===== config.mk =====
export PLATFORM = sky130hd
export DESIGN_NAME = register_bank
export DESIGN_NICKNAME = d
export VERILOG_FILES = /design/src/rtl/register_bank_pkg.sv /design/src/rtl/regbank_write_buffer.sv /design/src/rtl/register_bank.sv
export SDC_FILE = /design/constraint.sdc
export NUM_CORES = 1
export LEC_CHECK = 0
export CAP_MARGIN = 40
export CORE_AREA = 3 3 114 116
export DETAILED_ROUTE_END_ITERATION = 6
export DIE_AREA = 0 0 117 119
export PLACE_DENSITY = 0.84
export SLEW_MARGIN = 20
export SYNTH_ARGS = -nofsm -noshare
export SYNTH_HDL_FRONTEND = slang
export SYNTH_SLANG_ARGS = --single-unit

===== constraint.sdc =====
create_clock -name clock -period 2.58 [get_ports clock]
set_input_delay 0.387 -clock clock [delete_from_list [all_inputs] [get_ports clock]]
set_output_delay 0.387 -clock clock [all_outputs]
set_load 0.05 [all_outputs]

===== src/rtl/register_bank_pkg.sv =====
// Shared widths and write-buffer state encoding for the register bank.
package register_bank_pkg;
  localparam int DATA_W     = 16;
  localparam int REG_ADDR_W = 3;
  localparam int NUM_REGS   = 8;

  typedef enum logic {
    WB_EMPTY = 1'b0,
    WB_FULL  = 1'b1
  } wb_state_e;
endpackage


===== src/rtl/regbank_write_buffer.sv =====
// One-entry write-back buffer: holds addr/data, raises commit one cycle after
// acceptance unless hold is asserted.
module regbank_write_buffer
  import register_bank_pkg::*;
#(
  parameter int DATA_W = register_bank_pkg::DATA_W
) (
  input  logic                  clock,
  input  logic                  resetn,
  input  logic                  wr_valid,
  input  logic [REG_ADDR_W-1:0] wr_addr,
  input  logic [DATA_W-1:0]     wr_data,
  input  logic                  hold,
  output logic                  wr_ready,
  output logic                  commit,
  output logic [REG_ADDR_W-1:0] buf_addr,
  output logic [DATA_W-1:0]     buf_data,
  output wb_state_e             state
);
  // Handshake: a write transfers on a rising edge where wr_valid and wr_ready
  // are both 1; while wr_valid=1 and wr_ready=0 the requester holds
  // wr_valid/wr_addr/wr_data stable.
  wb_state_e state_q, state_d;
  logic      accept;

  always_ff @(posedge clock or negedge resetn) begin
    if (!resetn) begin
      state_q  <= WB_EMPTY;
      buf_addr <= '0;
      buf_data <= '0;
    end else begin
      state_q <= state_d;
      if (accept) begin
        buf_addr <= wr_addr;
        buf_data <= wr_data;
      end
    end
  end

  always_comb begin
    state_d  = state_q;
    wr_ready = 1'b1;
    commit   = 1'b0;
    case (state_q)
      WB_EMPTY: begin
        if (wr_valid) state_d = WB_FULL;
      end
      WB_FULL: begin
        // Commit and refill on the same edge keeps full throughput.
        wr_ready = !hold;
        commit   = !hold;
        if (!hold && !wr_valid) state_d = WB_EMPTY;
      end
      default: state_d = WB_EMPTY;
    endcase
    accept = wr_valid && wr_ready;
  end

  assign state = state_q;
endmodule


===== src/rtl/register_bank.sv =====
// GPRs r0..r7 plus auxiliary R register with buffered write-back.
// Optional macro REGBANK_BYPASS_EN forwards the pending write to its output.
module register_bank
  import register_bank_pkg::*;
#(
  parameter int DATA_W   = register_bank_pkg::DATA_W,
  parameter int NUM_REGS = register_bank_pkg::NUM_REGS,
  parameter bit R0_ZERO  = 1'b1
) (
  input  logic                  clock,
  input  logic                  resetn,
  input  logic                  wr_valid,
  output logic                  wr_ready,
  input  logic [REG_ADDR_W-1:0] wr_addr,
  input  logic [DATA_W-1:0]     wr_data,
  input  logic                  hold,
  input  logic                  r_load,
  input  logic [DATA_W-1:0]     r_data,
  output logic [DATA_W-1:0]     r0,
  output logic [DATA_W-1:0]     r1,
  output logic [DATA_W-1:0]     r2,
  output logic [DATA_W-1:0]     r3,
  output logic [DATA_W-1:0]     r4,
  output logic [DATA_W-1:0]     r5,
  output logic [DATA_W-1:0]     r6,
  output logic [DATA_W-1:0]     r7,
  output logic [DATA_W-1:0]     regR,
  output logic                  wb_pending
);
  logic [DATA_W-1:0]     regs_q [NUM_REGS];
  logic [DATA_W-1:0]     view   [NUM_REGS];
  logic                  commit;
  logic [REG_ADDR_W-1:0] buf_addr;
  logic [DATA_W-1:0]     buf_data;
  wb_state_e             wb_state;
  logic                  r0_target;

  regbank_write_buffer #(.DATA_W(DATA_W)) u_wbuf (
    .clock    (clock),
    .resetn   (resetn),
    .wr_valid (wr_valid),
    .wr_addr  (wr_addr),
    .wr_data  (wr_data),
    .hold     (hold),
    .wr_ready (wr_ready),
    .commit   (commit),
    .buf_addr (buf_addr),
    .buf_data (buf_data),
    .state    (wb_state)
  );

  assign wb_pending = (wb_state == WB_FULL);
  // Writes aimed at a hardwired-zero r0 still occupy the buffer but are dropped.
  assign r0_target  = R0_ZERO && (buf_addr == '0);

  always_ff @(posedge clock or negedge resetn) begin
    if (!resetn) begin
      for (int i = 0; i < NUM_REGS; i++) regs_q[i] <= '0;
    end else if (commit && !r0_target) begin
      regs_q[buf_addr] <= buf_data;
    end
  end

  always_ff @(posedge clock or negedge resetn) begin
    if (!resetn)     regR <= '0;
    else if (r_load) regR <= r_data;
  end

  always_comb begin
    view = regs_q;
`ifdef REGBANK_BYPASS_EN
    if (wb_pending && !r0_target) view[buf_addr] = buf_data;
`endif
  end

  assign r0 = view[0];
  assign r1 = view[1];
  assign r2 = view[2];
  assign r3 = view[3];
  assign r4 = view[4];
  assign r5 = view[5];
  assign r6 = view[6];
  assign r7 = view[7];
endmodule


# ---- Yosys cells after proc, flatten, opt, wreduce, memory -nomap -nowiden
# Cells that the tools add are included.
dict set report classes {
  magnitude_cmp 2
  n_mux 8
  bitwise 2
  n_reduce_logical 8
}
# op count
set ops {}
lappend ops {{bitwise mux 128 bit} 1}
lappend ops {{demux 16 bit (select 3 bit)} 1}
lappend ops {{2-to-1 mux 16 bit} 1}
lappend ops {{greater-or-equal comparator 4 bit (second input constant)} 1}
lappend ops {{logical AND 1 bit} 4}
lappend ops {{< comparator 4 x 1 -> 1 bit (second input constant)} 1}
lappend ops {{2-to-1 mux 1 bit} 4}
lappend ops {{NOT 3 -> 4 bit} 1}
lappend ops {{logical NOT 1 bit} 3}
lappend ops {{logical NOT 3 bit} 1}
lappend ops {{one-hot mux 1 bit (2 select lines)} 1}
lappend ops {{NOT 1 bit} 1}
dict set report totals {
  register_bits 164
  input_bits 40
  word_cells 32
}

# ---- Depth between registers and ports, before layout
# Gate-level depths: netlist (run 1).
dict set report logic_depth {
  word_depth 6
  ltp_mapped 5
}

# ---- Cells and area by module
# Synthesis (run 1) repeated with hierarchy kept, for this count alone.
dict set report hier_totals {
  cells_unflattened 356
  area_unflattened_um2 6324.8
}
# module instances cells_each area_each_um2 seq_area_each_um2
set modules_own_cells {}
lappend modules_own_cells {register_bank 1 311 5514.0 3603.5}
lappend modules_own_cells {regbank_write_buffer 1 45 810.8 500.5}

# ---- Worst setup path before layout (run 1)
# OpenSTA, ideal clock, no wires.
dict set report synth_path {
  path_type {reg-to-reg}
  start {reg u_wbuf.state_q (netlist: u_wbuf.state)}
  end {reg u_wbuf.buf_data[10]}
  setup_ns 0.125
  arrival_time_ns 2.068
  slack_ns 0.387
  stages_incl_launch_ff 6
  path_cell_list {dfrtp_1 nand2_1 and2_1 buf_2 buf_2 mux2_2}
}
dict set report synth_via {
  elab_chain_len 2
}
# item line
set synth_lines {}
lappend synth_lines {{start, declared} regbank_write_buffer.sv:23} ;# wb_state_e state_q, state_d;
lappend synth_lines {{start signal, assigned} regbank_write_buffer.sv:32} ;# state_q <= state_d;
lappend synth_lines {{2-to-1 mux 1 bit} regbank_write_buffer.sv:44} ;# case (state_q)
lappend synth_lines {{named net wr_ready} register_bank.sv:13} ;# output logic wr_ready,
lappend synth_lines {{logical AND 1 bit} regbank_write_buffer.sv:56} ;# accept = wr_valid && wr_ready;
lappend synth_lines {{end signal, assigned} regbank_write_buffer.sv:35} ;# buf_data <= wr_data;
lappend synth_lines {{end, declared} regbank_write_buffer.sv:17} ;# output logic [DATA_W-1:0] buf_data,
# The timed path passes the listed nets, and every way through them passes these cells.
# A chain may end at the register's enable or synchronous reset.

# ---- Final worst setup path (run 1)
dict set report layout_path {
  start {in hold}
  end {out wr_ready}
}
dict set report layout_via {
  elab_chain_len 2
}
# item line
set layout_lines {}
lappend layout_lines {{start, declared} register_bank.sv:16} ;# input logic hold,
lappend layout_lines {{logical NOT 1 bit} regbank_write_buffer.sv:50} ;# wr_ready = !hold;
lappend layout_lines {{2-to-1 mux 1 bit} regbank_write_buffer.sv:44}
lappend layout_lines {{end, declared} register_bank.sv:13}
# Every way passes these cells.

==> out/results.ini, run 1 <==
[run_status]
status=completed

[cells_and_area]
drive_gt1_share_pct=35.4
post-route-util_pct=71.7
diodes=0
final_cell_area_um2=8610
area_growth_pct=42.8
fillers=794
num-nets-final=583
layout_commonest_cell=clkdlybuf4s50_1
final_cell_mix=clkdlybuf4s50_1, dfrtp_1, mux2_2

[pwr]
vdd_ir_drop_max_v=0.00103
leakagePower_nw=3.71
cellPowerDensity_nw_per_um2=1490

[placement]
hpwl_um=10400
placement.setup.worst_slack_ns=0.365
place_area_um2=8050
portBuffers=185
place_congestion=0.758

[synthesis]
syn_area_um2=6030
yosysSeqAreaShare_pct=68.1
syn_nets=393
syn_inst=353
yosys.cell_types.count=16
ys_ff_latch=164
synth.yosys.warnings=0
avgSynthCellArea_um2=17.1

[global_routing]
grt-ovfl-total=0
antenna_found_initial=0
grt_pass1_wl_um=22900
grt_max_degree=61
track_usage_pct=22.2
grt_pass1_vias=4021

[worst_setup_path]
critical_path_arrival_ns=1.81
cpMostUsedCell=clkdlybuf4s50_1
critical_path_buf_inv_count=2
cp_slowest_stage_delay_ns=0.82
required_ns=2.19
critPathMaxFanout=3
crit_chain=clkdlybuf4s50_1 -> nand2_1 -> clkdlybuf4s50_1
crit_slowest_cell=clkdlybuf4s50_1
startpoint_type=primary input
critical_path_class=in2out
rrSetupSlack_ns=0.82
worstSetupEndpointType=primary output
path_delay_family=buffers and inverters

[sta]
tightest_slew_ns=0.685
fin_crit_sh_pct=85.0
rsz0062_at_grt=no
final_max_slew_viol_count=0
fmaxAchievable_mhz=456
tns_ns=0
hold_viol_final=0
skew_ns=0.00624
period_minus_slack_ns=2.19
setup_ws_ns=0.387
setup_violations=0
relSlewSlack_pct=54.2

[die]
num_rows=40
dieArea_um2=13900
core_um2=12000
die_w_um=117
ios=186
die_y_um=119
initial_utilization_pct=50.2

[cts]
cts.clk_slew.worst_paths_ns=0.05
htreeDepth=4
tritoncts=yes
clk_latency_ns=0.41
cts_resized=0
cts-root-buf=clkbuf_16
ctsHoldBuffers=1
clockBufferDepth=2
post_cts_buffers=0
cts_buffers=17
cts_sinks=164

[detailed_routing]
antenna_left=0
vias=3634
viasPerCell=5.19
drt_first_pass_iters=4
first_iter_violations=161
drc=0
routed_wl_um=14600
post_drt_wl_per_cell_um=20.8

[run]
cap_violations=0

[min_path]
hp-class=reg2reg

## through the flow
step                instances  total power, mW  hold WS (ns)
finish                    700             12.9         0.376
CTS                       700             13.0         0.380
global placement          670             10.4         0.327
global route              700             13.4         0.385
detailed placement        670             10.6         0.339
floorplan                 353             8.16        0.0914
## worst paths after layout
check / startpoint / to / cells after the start
min in group asynchronous: resetn / u_wbuf.buf_data[4] / 2
hold reg to reg: r0[10] / r0[10] / 0
setup / recovery: hold / wr_ready / 3
setup reg to reg: u_wbuf.state / r5[7] / 4
hold / removal: r0[10] / r0[10] / 0
max in group asynchronous: resetn / r6[9] / 3
## where the power goes
part / total (mW) / internal, mW / switching (mW) / leakage, nW
sequential: 4.15 / 3.52 / 0.628 / 1.99
clock: 2.36 / 1.44 / 0.920 / 0.271
combinational: 6.36 / 2.26 / 4.10 / 1.44
total: 12.9 / 7.22 / 5.65 / 3.71
## state kept, by name, indices dropped and copies added (netlist names)
register	flops
r0	16
r1	16
r2	16
r3	16
r4	16
r5	16
r6	16
r7	16
regR	16
u_wbuf.buf_data	16
u_wbuf.buf_addr	3
u_wbuf.state	1
## cells by family after synthesis
logic type	after synthesis	share of synthesized area, %
flip-flops	164	68.1
multiplexers	147	27.5
buffers and inverters	29	2.49
AND/OR/NAND/NOR	13	1.97
## Yosys cell counts, drive strengths merged
cell type | instances | area, um^2
nand2b | 1 | 6.26
dfrtp | 164 | 4100
buf | 12 | 86.3
and2 | 1 | 6.26
nand3b | 3 | 42.5
nand2 | 2 | 7.51
nor3b | 3 | 37.5
or3 | 1 | 6.26
nor2 | 1 | 6.26
clkbuf | 17 | 63.8
nor2b | 1 | 6.26
mux2 | 147 | 1660
## routing by layer
metal	wire length, um	vias up	global-route usage, %
li1	-	1610	-
met1	6200	1861	29.4
met2	6940	133	33.6
met3	1010	30	7.62
met4	417	0	9.03
met5	0	-	0
## layout make-up
| cell class | count | area, um^2 | area share (%) |
|---|---|---|---|
| clock inverter | 4 | 47.5 | 0.552 |
| multi-input combinational | 160 | 1790 | 20.8 |
| timing repair buffer | 200 | 1980 | 23.0 |
| sequential | 164 | 4100 | 47.7 |
| tap | 147 | 184 | 2.14 |
| clock buffer | 25 | 505 | 5.87 |
No activity file was read; power rests on OpenSTA's default activity.
==> run 2: changes to the inputs <==
--- a/config.mk
+++ b/config.mk
@@ -6,9 +6,9 @@
 export NUM_CORES = 1
 export LEC_CHECK = 0
 export CAP_MARGIN = 40
-export CORE_AREA = 3 3 114 116
+export CORE_AREA = 2 2 113 115
 export DETAILED_ROUTE_END_ITERATION = 6
-export DIE_AREA = 0 0 117 119
+export DIE_AREA = 0 0 115 117
 export PLACE_DENSITY = 0.84
 export SLEW_MARGIN = 20
 export SYNTH_ARGS = -nofsm -noshare
==> run 2 against run 1 <==
Maximum frequency is 1.7% lower. Sequential power hardly changed. Core utilization is 1.4 points lower. Clock power is 3% higher. Clock skew is 0.0019 ns lower. Cell area is 0.52% higher. Global-route usage hardly changed. Flip-flop and latch count stayed put. Count of clock-buffer cells in the layout is 5 lower. Combinational power hardly changed. Largest power group unchanged. Register-to-register slack hardly changed. First-iteration DRC count is 19% higher.
==> out/results.ini, run 2 (same netlist as run 1, synthesis figures left out) <==
[die]
die_w_um=115  ; was 117 um
ios=186  ; unchanged
num_rows=41  ; was 40
dieArea_um2=13500  ; was 13900 um^2
core_um2=12300  ; was 12000 um^2
initial_utilization_pct=49.0  ; was 50.2%
die_y_um=117  ; was 119 um

[worst_setup_path]
reg2reg_depth=4  ; unchanged
startpoint_type=primary input  ; unchanged
rrSetupSlack_ns=0.82  ; about the same
cpMostUsedCell=clkdlybuf4s50_1  ; unchanged
critPathMaxFanout=3  ; unchanged
cp_slowest_stage_delay_ns=0.81  ; was 0.82 ns
critical_path_class=in2out  ; unchanged
worstSetupEndpointType=primary output  ; unchanged
critical_path_arrival_ns=1.84  ; was 1.81 ns
required_ns=2.19  ; about the same
crit_chain=clkdlybuf4s50_1 -> nand2_1 -> clkdlybuf4s50_1  ; unchanged
crit_slowest_cell=clkdlybuf4s50_1  ; unchanged

[sta]
fin_crit_sh_pct=86.5  ; was 85.0%
hold_viol_final=0  ; unchanged
final_max_slew_viol_count=0  ; unchanged
skew_ns=0.00437  ; was 0.00624 ns
rsz0062_at_grt=no  ; unchanged
setup_violations=0  ; unchanged
relSlewSlack_pct=51.6  ; was 54.2%
tns_ns=0  ; unchanged
tightest_slew_ns=0.723  ; was 0.685 ns
fmaxAchievable_mhz=448  ; was 456 MHz
period_minus_slack_ns=2.23  ; was 2.19 ns

[cts]
cts_resized=0  ; unchanged
cts.clk_slew.worst_paths_ns=0.05  ; about the same
tritoncts=yes  ; unchanged
cts_sinks=164  ; unchanged
clockBufferDepth=2  ; unchanged
cts-root-buf=clkbuf_16  ; unchanged
cts_buffers=17  ; unchanged
htreeDepth=4  ; unchanged
clk_latency_ns=0.42  ; was 0.41 ns
post_cts_buffers=0  ; unchanged

[cells_and_area]
final_cell_area_um2=8660  ; was 8610 um^2
num-nets-final=584  ; was 583
area_growth_pct=43.6  ; was 42.8%
drive_gt1_share_pct=36.2  ; was 35.4%
final_cell_mix=clkdlybuf4s50_1, dfrtp_1, mux2_2  ; unchanged
diodes=0  ; unchanged
layout_commonest_cell=clkdlybuf4s50_1  ; unchanged

[global_routing]
busiest_layer=met2  ; unchanged
grt_max_degree=64  ; was 61
met2_usage_pct=35.6  ; was 33.6%
grt_use_met3_pct=7.83  ; was 7.62%
grt_pass1_wl_um=22000  ; was 22900 um
grt-ovfl-total=0  ; unchanged
track_usage_pct=22.2  ; about the same
antenna_found_initial=0  ; unchanged
grt_util_met1_pct=28.0  ; was 29.4%
grt_pass1_vias=3969  ; was 4021

[detailed_routing]
vias=3645  ; was 3634
drt_first_pass_iters=4  ; unchanged
viasPerCell=5.17  ; was 5.19
post_drt_wl_per_cell_um=20.0  ; was 20.8 um
first_iter_violations=192  ; was 161
routed_wl_um=14100  ; was 14600 um
antenna_left=0  ; unchanged
drc=0  ; unchanged

[pwr]
intPower_mw=7.27  ; was 7.22 mW
p_clk_share_pct=18.8  ; was 18.3%
switching_share_pct=43.7  ; was 43.9%
leakagePower_nw=3.73  ; was 3.71 nW
p_sw_mw=5.65  ; about the same
seqPwrFrac_pct=32.1  ; was 32.3%
vdd_ir_drop_max_v=0.00102  ; was 0.00103 V
pwr-share-comb_pct=49.0  ; was 49.4%
cellPowerDensity_nw_per_um2=1490  ; about the same

[placement]
portBuffers=185  ; unchanged
place_area_um2=8070  ; was 8050 um^2
hpwl_um=9960  ; was 10400 um
place_congestion=0.747  ; was 0.758

[run]
cap_violations=0  ; unchanged

[min_path]
hold_depth=0  ; unchanged
hp-class=reg2reg  ; unchanged

[run_status]
status=completed  ; unchanged

## run 2: cell types whose count changed in the layout (fill, tap and decap cells not counted)
cell / previous run / this run
clkinvlp_4: 1 / 3
clkbuf_8: 5 / 3
clkbuf_1: 3 / 0
clkinv_2: 2 / 5
buf_12: 1 / 2
bufinv_16: 1 / 2
## run 2: worst max-delay path, delay by kind of cell
| kind | cells | cell delay, ns |
|---|---|---|
| buffers and inverters | 2 | 1.30 |
| and+or+nand+nor | 1 | 0.15 |
## run 2: power groups by stage
stage               Clock [mW]  Sequential (mW)  Combinational (mW)
floorplan                    0             7.25               0.907
global placement             0             4.12                6.27
detailed placement           0             4.19                6.36
CTS                       2.48             4.16                6.38
global route              2.60             4.27                6.56
finish                    2.43             4.15                6.34
## run 2: worst paths after layout
path	startpoint	end
worst max-delay path	hold	wr_ready
worst min-delay path	r0[10]	r0[10]
worst max register to register	u_wbuf.state	r5[10]
worst min register to register	r0[10]	r0[10]
max in group asynchronous	resetn	r7[11]
min in group asynchronous	resetn	r0[14]
## run 2: routing by layer
layer	part of all wire (%)	up-vias
met5	0	-
met1	42	1873
met4	2.0	0
li1	-	1602
met2	49	144
met3	7.6	26
## run 2: layout make-up
class	count	area, um^2
Fill cell	852	3660
Clock inverter	10	108
Clock buffer	20	467
Multi-Input combinational cell	160	1790
Sequential cell	164	4100
Tap cell	150	188
Timing Repair Buffer	201	2000
## run 2: repair_timing
item / in CTS / in global routing
endpoints found under the setup margin: 0 / 0
hold buffers: 1 / 0
endpoints found under the hold margin: 60 / 0
## run 2: through the flow
| stage | total power, mW | worst slack [ns] | util (%) | std cells | hold slack, ns |
|---|---|---|---|---|---|
| 6_report | 12.9 | 0.348 | 70.3 | 705 | 0.372 |
| 5_1_grt | 13.4 | 0.303 | 70.3 | 705 | 0.387 |
| 4_1_cts | 13.0 | 0.347 | 70.3 | 705 | 0.377 |
| 3_5_place_dp | 10.5 | 0.374 | 65.6 | 674 | 0.364 |
| 3_3_place_gp | 10.4 | 0.380 | 65.6 | 674 | 0.364 |
| 2_1_floorplan | 8.16 | 0.387 | - | 353 | 0.0914 |
